==> config.mk <==
export PLATFORM = sky130hd
export DESIGN_NAME = divide_r_sched
export DESIGN_NICKNAME = d
export VERILOG_FILES = /design/src/rtl/divr_sched_pkg.sv /design/src/rtl/divr_sched_fifo.sv /design/src/rtl/divide_r_sched.sv
export SDC_FILE = /design/constraint.sdc
export NUM_CORES = 1
export LEC_CHECK = 0
export CAP_MARGIN = 20
export CORE_ASPECT_RATIO = 0.7
export CORE_MARGIN = 2
export CORE_UTILIZATION = 55
export CTS_CLUSTER_SIZE = 30
export DETAILED_ROUTE_END_ITERATION = 6
export PLACE_DENSITY = 0.84
export SKIP_CTS_REPAIR_TIMING = 1
export SYNTH_ARGS = -nofsm -noshare
export SYNTH_HDL_FRONTEND = slang
export SYNTH_SLANG_ARGS = --single-unit
==> constraint.sdc <==
create_clock -name clk -period 6.5 [get_ports clk]
set_clock_uncertainty 0.2 [all_clocks]
set_input_delay 1.625 -clock clk [delete_from_list [all_inputs] [get_ports clk]]
set_output_delay 1.625 -clock clk [all_outputs]
set_load 0.005 [all_outputs]
==> src/rtl/divr_sched_pkg.sv <==
// -----------------------------------------------------------------------------
// divr_sched_pkg
// Shared definitions for the divide_r_sched scheduler and its result FIFO.
//   clog2    : constant ceil(log2) used for pointer, count and source widths.
//   tag_w    : width of the per-operation tag carried alongside the divider.
//   entry_w  : width of one result FIFO entry.
// Tag layout (LSB first): dz flag, [range flag], src index.
// FIFO entry layout (LSB first): quot[WIDTH], sticky, dz, src[SRC_W], [range].
// SRC_W itself is clog2(NREQ) and is derived inside each module, because
// NREQ is a module parameter.
// Optional feature macro: DIVR_SCHED_RANGE_CHK_EN adds the range flag.
// -----------------------------------------------------------------------------
package divr_sched_pkg;

  function automatic int clog2(input int value);
    int r;
    r = 0;
    for (int i = 0; i < 31; i++) begin
      if ((1 << i) < value) r = i + 1;
    end
    return r;
  endfunction

  localparam int TAG_DZ_BIT = 0;

`ifdef DIVR_SCHED_RANGE_CHK_EN
  localparam int TAG_RNG_BIT = 1;
  localparam int TAG_FLAG_W  = 2;
`else
  localparam int TAG_FLAG_W  = 1;
`endif

  function automatic int tag_w(input int src_w);
    return src_w + TAG_FLAG_W;
  endfunction

  // quot + sticky + flags + src
  function automatic int entry_w(input int width, input int src_w);
    return width + 1 + TAG_FLAG_W + src_w;
  endfunction

endpackage

==> src/rtl/divr_sched_fifo.sv <==
// -----------------------------------------------------------------------------
// divr_sched_fifo
// Synchronous result FIFO with a combinational head (first-word fall-through).
// Ports:
//   clk, rst     : clock, synchronous active-high reset (clears storage too,
//                  so the head reads zero after reset).
//   push         : write push_data this cycle; the caller guarantees room.
//   push_data    : entry to store.
//   pop          : remove the head entry; ignored when empty.
//   head_data    : current head entry, stable until popped.
//   head_valid   : FIFO holds at least one entry.
//   count        : number of stored entries.
// -----------------------------------------------------------------------------
module divr_sched_fifo
  import divr_sched_pkg::*;
#(
  parameter int DW    = 11,
  parameter int DEPTH = 8
) (
  input  logic                        clk,
  input  logic                        rst,
  input  logic                        push,
  input  logic [DW-1:0]               push_data,
  input  logic                        pop,
  output logic [DW-1:0]               head_data,
  output logic                        head_valid,
  output logic [clog2(DEPTH+1)-1:0]   count
);

  localparam int PW = clog2(DEPTH);
  localparam int CW = clog2(DEPTH + 1);

  logic [DW-1:0] mem [DEPTH];
  logic [PW-1:0] wr_ptr;
  logic [PW-1:0] rd_ptr;
  logic          pop_ok;

  assign pop_ok     = pop && (count != '0);
  assign head_data  = mem[rd_ptr];
  assign head_valid = (count != '0);

  always_ff @(posedge clk) begin
    if (rst) begin
      wr_ptr <= '0;
      rd_ptr <= '0;
      count  <= '0;
      for (int i = 0; i < DEPTH; i++) mem[i] <= '0;
    end else begin
      if (push) begin
        mem[wr_ptr] <= push_data;
        wr_ptr      <= (wr_ptr == PW'(DEPTH - 1)) ? '0 : wr_ptr + PW'(1);
      end
      if (pop_ok) begin
        rd_ptr <= (rd_ptr == PW'(DEPTH - 1)) ? '0 : rd_ptr + PW'(1);
      end
      if (push && !pop_ok) count <= count + CW'(1);
      else if (!push && pop_ok) count <= count - CW'(1);
    end
  end

endmodule

==> src/rtl/divide_r_sched.sv <==
// -----------------------------------------------------------------------------
// divide_r_sched
// Round-robin scheduler sharing one non-stallable pipelined fraction divider
// (STAGES deep, one op per cycle) among NREQ requesters. Each issued op is
// tracked by a valid/tag shift register; its result lands in a result FIFO.
// Issue is credit based (FIFO entries + ops in flight < FIFO_DEPTH) so a
// result arriving from the divider always finds room.
//
// Handshakes: a transfer happens on a rising edge where valid && ready are
// both high. Requester r holds req_valid[r] and its operands stable until
// req_ready[r]; it may also withdraw without a grant. req_ready is one-hot or
// zero. On the result side res_* are held stable while res_valid && !res_ready.
//
// Ports:
//   clk, rst            : clock, synchronous active-high reset.
//   req_valid/req_ready : per-requester request handshake.
//   req_num/req_den     : packed operands, requester r at [r*WIDTH +: WIDTH].
//   div_num/div_den     : registered operands to the divider.
//   div_quot/div_sticky : divider last-stage outputs (combinational).
//   res_valid/res_ready : result handshake.
//   res_quot/res_sticky : quotient and remainder-nonzero flag.
//   res_dz              : denominator was zero (quot forced to all ones).
//   res_range_err       : num > den at issue (only with DIVR_SCHED_RANGE_CHK_EN).
//   res_src             : originating requester index.
//   busy                : ops in flight or results waiting.
// Optional feature macro: DIVR_SCHED_RANGE_CHK_EN.
// -----------------------------------------------------------------------------
module divide_r_sched
  import divr_sched_pkg::*;
#(
  parameter int WIDTH      = 8,
  parameter int STAGES     = 6,
  parameter int NREQ       = 2,
  parameter int FIFO_DEPTH = 8
) (
  input  logic                      clk,
  input  logic                      rst,
  input  logic [NREQ-1:0]           req_valid,
  output logic [NREQ-1:0]           req_ready,
  input  logic [NREQ*WIDTH-1:0]     req_num,
  input  logic [NREQ*WIDTH-1:0]     req_den,
  output logic [WIDTH-1:0]          div_num,
  output logic [WIDTH-1:0]          div_den,
  input  logic [WIDTH-1:0]          div_quot,
  input  logic                      div_sticky,
  output logic                      res_valid,
  input  logic                      res_ready,
  output logic [WIDTH-1:0]          res_quot,
  output logic                      res_sticky,
  output logic                      res_dz,
`ifdef DIVR_SCHED_RANGE_CHK_EN
  output logic                      res_range_err,
`endif
  output logic [clog2(NREQ)-1:0]    res_src,
  output logic                      busy
);

  localparam int SRC_W = clog2(NREQ);
  localparam int TAG_W = tag_w(SRC_W);
  localparam int EW    = entry_w(WIDTH, SRC_W);
  localparam int ICW   = clog2(STAGES + 1);
  localparam int FCW   = clog2(FIFO_DEPTH + 1);

  logic [WIDTH-1:0] num_arr [NREQ];
  logic [WIDTH-1:0] den_arr [NREQ];
  logic [SRC_W-1:0] ptr;
  logic [SRC_W-1:0] grant_idx;
  logic             grant_any;
  logic             credit;
  logic             issue;
  logic [WIDTH-1:0] issue_num;
  logic [WIDTH-1:0] issue_den;
  logic [TAG_W-1:0] issue_tag;

  logic [STAGES-1:0] inflight_valid;
  logic [TAG_W-1:0]  tag_sr [STAGES];
  logic [ICW-1:0]    inflight_count;
  logic [FCW-1:0]    fifo_count;

  logic [TAG_W-1:0]  out_tag;
  logic              push;
  logic [WIDTH-1:0]  r_quot;
  logic              r_sticky;
  logic [EW-1:0]     push_data;
  logic [EW-1:0]     head_data;
  logic              pop;

  // ---------------------------------------------------------------------------
  // Request side: unpack operands, round-robin search upward from ptr.
  // ---------------------------------------------------------------------------
  always_comb begin
    for (int r = 0; r < NREQ; r++) begin
      num_arr[r] = req_num[r*WIDTH +: WIDTH];
      den_arr[r] = req_den[r*WIDTH +: WIDTH];
    end
  end

  always_comb begin
    logic [SRC_W:0] cand;
    cand      = '0;
    grant_any = 1'b0;
    grant_idx = '0;
    for (int i = 0; i < NREQ; i++) begin
      cand = {1'b0, ptr} + (SRC_W+1)'(i);
      if (cand >= (SRC_W+1)'(NREQ)) cand = cand - (SRC_W+1)'(NREQ);
      if (!grant_any && req_valid[cand[SRC_W-1:0]]) begin
        grant_any = 1'b1;
        grant_idx = cand[SRC_W-1:0];
      end
    end
  end

  always_comb begin
    inflight_count = '0;
    for (int i = 0; i < STAGES; i++) begin
      inflight_count = inflight_count + ICW'(inflight_valid[i]);
    end
  end

  // The count used here is the registered one, so a pop in this same cycle
  // does not free a credit; this keeps res_ready out of the req_ready path.
  assign credit    = (int'(fifo_count) + int'(inflight_count)) < FIFO_DEPTH;
  assign issue     = grant_any && credit && !rst;
  assign req_ready = issue ? (NREQ'(1) << grant_idx) : '0;
  assign issue_num = num_arr[grant_idx];
  assign issue_den = den_arr[grant_idx];

  always_comb begin
    issue_tag                        = '0;
    issue_tag[TAG_DZ_BIT]            = (issue_den == '0);
`ifdef DIVR_SCHED_RANGE_CHK_EN
    issue_tag[TAG_RNG_BIT]           = (issue_num > issue_den);
`endif
    issue_tag[TAG_W-1 -: SRC_W]      = grant_idx;
  end

  // ---------------------------------------------------------------------------
  // Divider operand registers, valid/tag shift register, round-robin pointer.
  // Tags move unconditionally; only the valid bits decide what is real, so
  // stale divider contents after reset are never captured.
  // ---------------------------------------------------------------------------
  always_ff @(posedge clk) begin
    if (rst) begin
      ptr            <= '0;
      div_num        <= '0;
      div_den        <= '0;
      inflight_valid <= '0;
      for (int i = 0; i < STAGES; i++) tag_sr[i] <= '0;
    end else begin
      inflight_valid <= {inflight_valid[STAGES-2:0], issue};
      tag_sr[0]      <= issue_tag;
      for (int i = 1; i < STAGES; i++) tag_sr[i] <= tag_sr[i-1];
      if (issue) begin
        div_num <= issue_num;
        div_den <= issue_den;
        ptr     <= (grant_idx == SRC_W'(NREQ - 1)) ? '0 : grant_idx + SRC_W'(1);
      end
    end
  end

  // ---------------------------------------------------------------------------
  // Result side. Divide-by-zero overrides everything, including range error.
  // ---------------------------------------------------------------------------
  assign out_tag = tag_sr[STAGES-1];
  assign push    = inflight_valid[STAGES-1];

  always_comb begin
    r_quot   = div_quot;
    r_sticky = div_sticky;
`ifdef DIVR_SCHED_RANGE_CHK_EN
    if (out_tag[TAG_RNG_BIT]) begin
      r_quot   = '0;
      r_sticky = 1'b1;
    end
`endif
    if (out_tag[TAG_DZ_BIT]) begin
      r_quot   = '1;
      r_sticky = 1'b0;
    end
  end

  always_comb begin
    push_data                       = '0;
    push_data[WIDTH-1:0]            = r_quot;
    push_data[WIDTH]                = r_sticky;
    push_data[WIDTH+1]              = out_tag[TAG_DZ_BIT];
    push_data[WIDTH+2 +: SRC_W]     = out_tag[TAG_W-1 -: SRC_W];
`ifdef DIVR_SCHED_RANGE_CHK_EN
    push_data[EW-1]                 = out_tag[TAG_RNG_BIT];
`endif
  end

  assign pop = res_valid && res_ready;

  divr_sched_fifo #(
    .DW    (EW),
    .DEPTH (FIFO_DEPTH)
  ) u_fifo (
    .clk        (clk),
    .rst        (rst),
    .push       (push),
    .push_data  (push_data),
    .pop        (pop),
    .head_data  (head_data),
    .head_valid (res_valid),
    .count      (fifo_count)
  );

  assign res_quot   = head_data[WIDTH-1:0];
  assign res_sticky = head_data[WIDTH];
  assign res_dz     = head_data[WIDTH+1];
  assign res_src    = head_data[WIDTH+2 +: SRC_W];
`ifdef DIVR_SCHED_RANGE_CHK_EN
  assign res_range_err = head_data[EW-1];
`endif

  assign busy = (|inflight_valid) || (fifo_count != '0);

endmodule

==> impl_metrics.env <==
export IMPL_status="finished clean"
export IMPL_syn_num_nets=522
export IMPL_yosysSeqAreaShare_pct=61.2
export IMPL_portBuffers=76
export IMPL_mappedNetlistArea_mm2=0.00589
export IMPL_dp_slack_ns=1.10
export IMPL_dieArea_mm2=0.0116
export IMPL_grt_pass1_vias=4045
export IMPL_dr_pass1_iters=5
export IMPL_postSynthCellCount=461
export IMPL_yosysUniqueCellTypes=40
export IMPL_pwr_density_cell_mw_per_mm2=357
export IMPL_clockBufferDepth=2
export IMPL_synth_top_area_share_pct=44.9
export IMPL_grt_usage_pct=24.9
export IMPL_clock_latency_ns=0.41
export IMPL_endpoint_kind="output port"
export IMPL_fin_crit_sh_pct=83.4
export IMPL_path_class="input pin to output port"
export IMPL_slew_headroom_pct=41.7
export IMPL_finalSetupViolations=0
export IMPL_num_vias=4002
export IMPL_cts_root_buf="clkbuf_16"
export IMPL_antenna_found_initial=0
export IMPL_leakagePower_nw=2.78
export IMPL_synth_ff_type="edfxtp_1"
export IMPL_yosys_cell_count_top_type="nor2_1"
export IMPL_wl_mm=13.6
export IMPL_postRouteAntennaNets=0
export IMPL_viasPerCell=5.90
export IMPL_netlist_top_cells_area="edfxtp_1 45%, dfxtp_1 16%, mux4_2 8.4%"
export IMPL_htree_levels=4
export IMPL_drc=0
export IMPL_dp_hpwl_mm=8.69
export IMPL_ys_async_sr_fraction_pct=0
export IMPL_drive_gt1_share_pct=14.1
export IMPL_start_util_pct=56.7
export IMPL_synthTopCellsByCount="112 x nor2_1, 88 x edfxtp_1, 48 x dfxtp_1"
export IMPL_clock_sinks=136
export IMPL_cts_tree="done"
export IMPL_min_period_ns=5.42
export IMPL_totalNegativeSetupSlack_ns=0
export IMPL_std_cell_rows=31
export IMPL_hold_class="flop to flop"
export IMPL_rsz0062_at_grt="no"
export IMPL_hold_viol_final=0
export IMPL_slew_violations=0
export IMPL_fmax_mhz=184
export IMPL_final_nets=594
export IMPL_synth_edf_count=88
export IMPL_area_growth_pct=25.3
export IMPL_yosysTopAreaCell="edfxtp_1"
export IMPL_avgSynthCellArea_um2=12.8
export IMPL_grt_max_degree=58
export IMPL_grt_pass1_wl_mm=21.2
export IMPL_hold_slack_ns=0.238
export IMPL_setup_ws_ns=1.08
export IMPL_gp_congestion=0.816
export IMPL_die_x_um=128
export IMPL_dieHeight_um=90.6
export IMPL_cts_made_buffers=17
export IMPL_grt_overflow_total=0
export IMPL_boundaryPins=77
export IMPL_startpoint_type="input pin"
export IMPL_diodes=0
export IMPL_ys_ff_latch=136
export IMPL_fin_util_pct=71.0
export IMPL_worst_pin_slew_ns=0.873
export IMPL_wl_per_cell_um=20.1
export IMPL_detail_route_iter0_violations=380
export IMPL_arrival_ns=3.60
export IMPL_path_max_fanout=14
export IMPL_max_cap_violations=0
export IMPL_vdd_drop_max_mv=0.232
export IMPL_yosysWarnings=0
export IMPL_fill_cells=675
export IMPL_clk_pin_slew_ns=0.06
export IMPL_required_ns=4.68
export IMPL_core_region_area_mm2=0.0104
==> cells in the final DEF (no fill, tap or decap), drive strengths merged, types with 2 or more instances in the layout <==
master         instances
nor2                 112
edfxtp                88
clkdlybuf4s50         75
dfxtp                 48
a21oi                 25
mux4                  22
clkbuf                22
mux2i                 18
a211oi                17
nor2b                 15
mux2                  12
ha                    12
inv                   11
nand2                 10
nand2b                 9
nand3                  7
buf                    7
nor4                   5
clkinv                 5
fa                     3
bufinv                 3
nor3                   2
nand4                  2
or3                    2
==> critical path: stages <==
cell and delay [ns]:
clkdlybuf4s50_1 0.53, nor2_1 0.09, nor4_4 0.48, and2_1 0.23, nor2b_1 0.13, clkdlybuf4s50_1 0.51
==> cell type report <==
cell class	count	area (um2)	share of cell area, %
clock inverters	10	136	1.85
repair buffers	82	821	11.1
flip-flops and latches	136	3600	48.8
inverters	10	37.5	0.509
well taps	132	165	2.24
clock buffers	22	505	6.85
multi-input cells	286	2110	28.6
==> cells by family (layout without fill, tap and decap cells) <==
logic type	after synthesis	in the layout	synth area share [%]
buf+inv	39	124	3.00
fa+ha+maj	15	15	3.57
compound gates	46	46	4.91
simple gates	171	171	13.3
mux	52	52	13.8
flops	136	136	61.2
xor+xnor	2	2	0.297
==> path summary, 6_finish.rpt <==
check	startpoint	to	slack (ns)	cells after the start
max	req_valid[1]	req_ready[1]	1.08	6
min	tag_sr[3][1]	tag_sr[4][1]	0.24	1
max reg2reg	inflight_valid[0]	ptr	3.33	10
min reg2reg	tag_sr[3][1]	tag_sr[4][1]	0.24	1
==> sequential cells by signal (all words and copies together), names as in the netlist, named ones only <==
signal and flops:
u_fifo.wr_ptr 3, u_fifo.mem 88, div_num 8, u_fifo.count 4, u_fifo.rd_ptr 3, ptr 1
tag_sr 12, div_den 8, inflight_valid 6
==> report_power, final <==
group	total [mW]	internal (mW)	switching, mW
Clock	1.02	0.667	0.356
Combinational	0.560	0.321	0.239
Sequential	1.05	0.981	0.0686
==> metal layers <==
layer	GRT usage, %	wire, um	up-vias
met3	6.75	1250	23
met2	38.1	6400	219
met4	10.8	257	2
met1	33.4	5630	1944
met5	4.52	67	-
li1	-	-	1814
==> through the flow <==
step	std cells	total power, mW	area, um2
4_1_cts	677	2.64	7350
5_1_grt	678	2.73	7380
3_3_place_gp	645	1.60	6710
3_5_place_dp	645	1.62	6710
2_1_floorplan	461	1.40	5890
6_report	678	2.63	7380
Note: power is estimated with default switching activity, not from simulation.
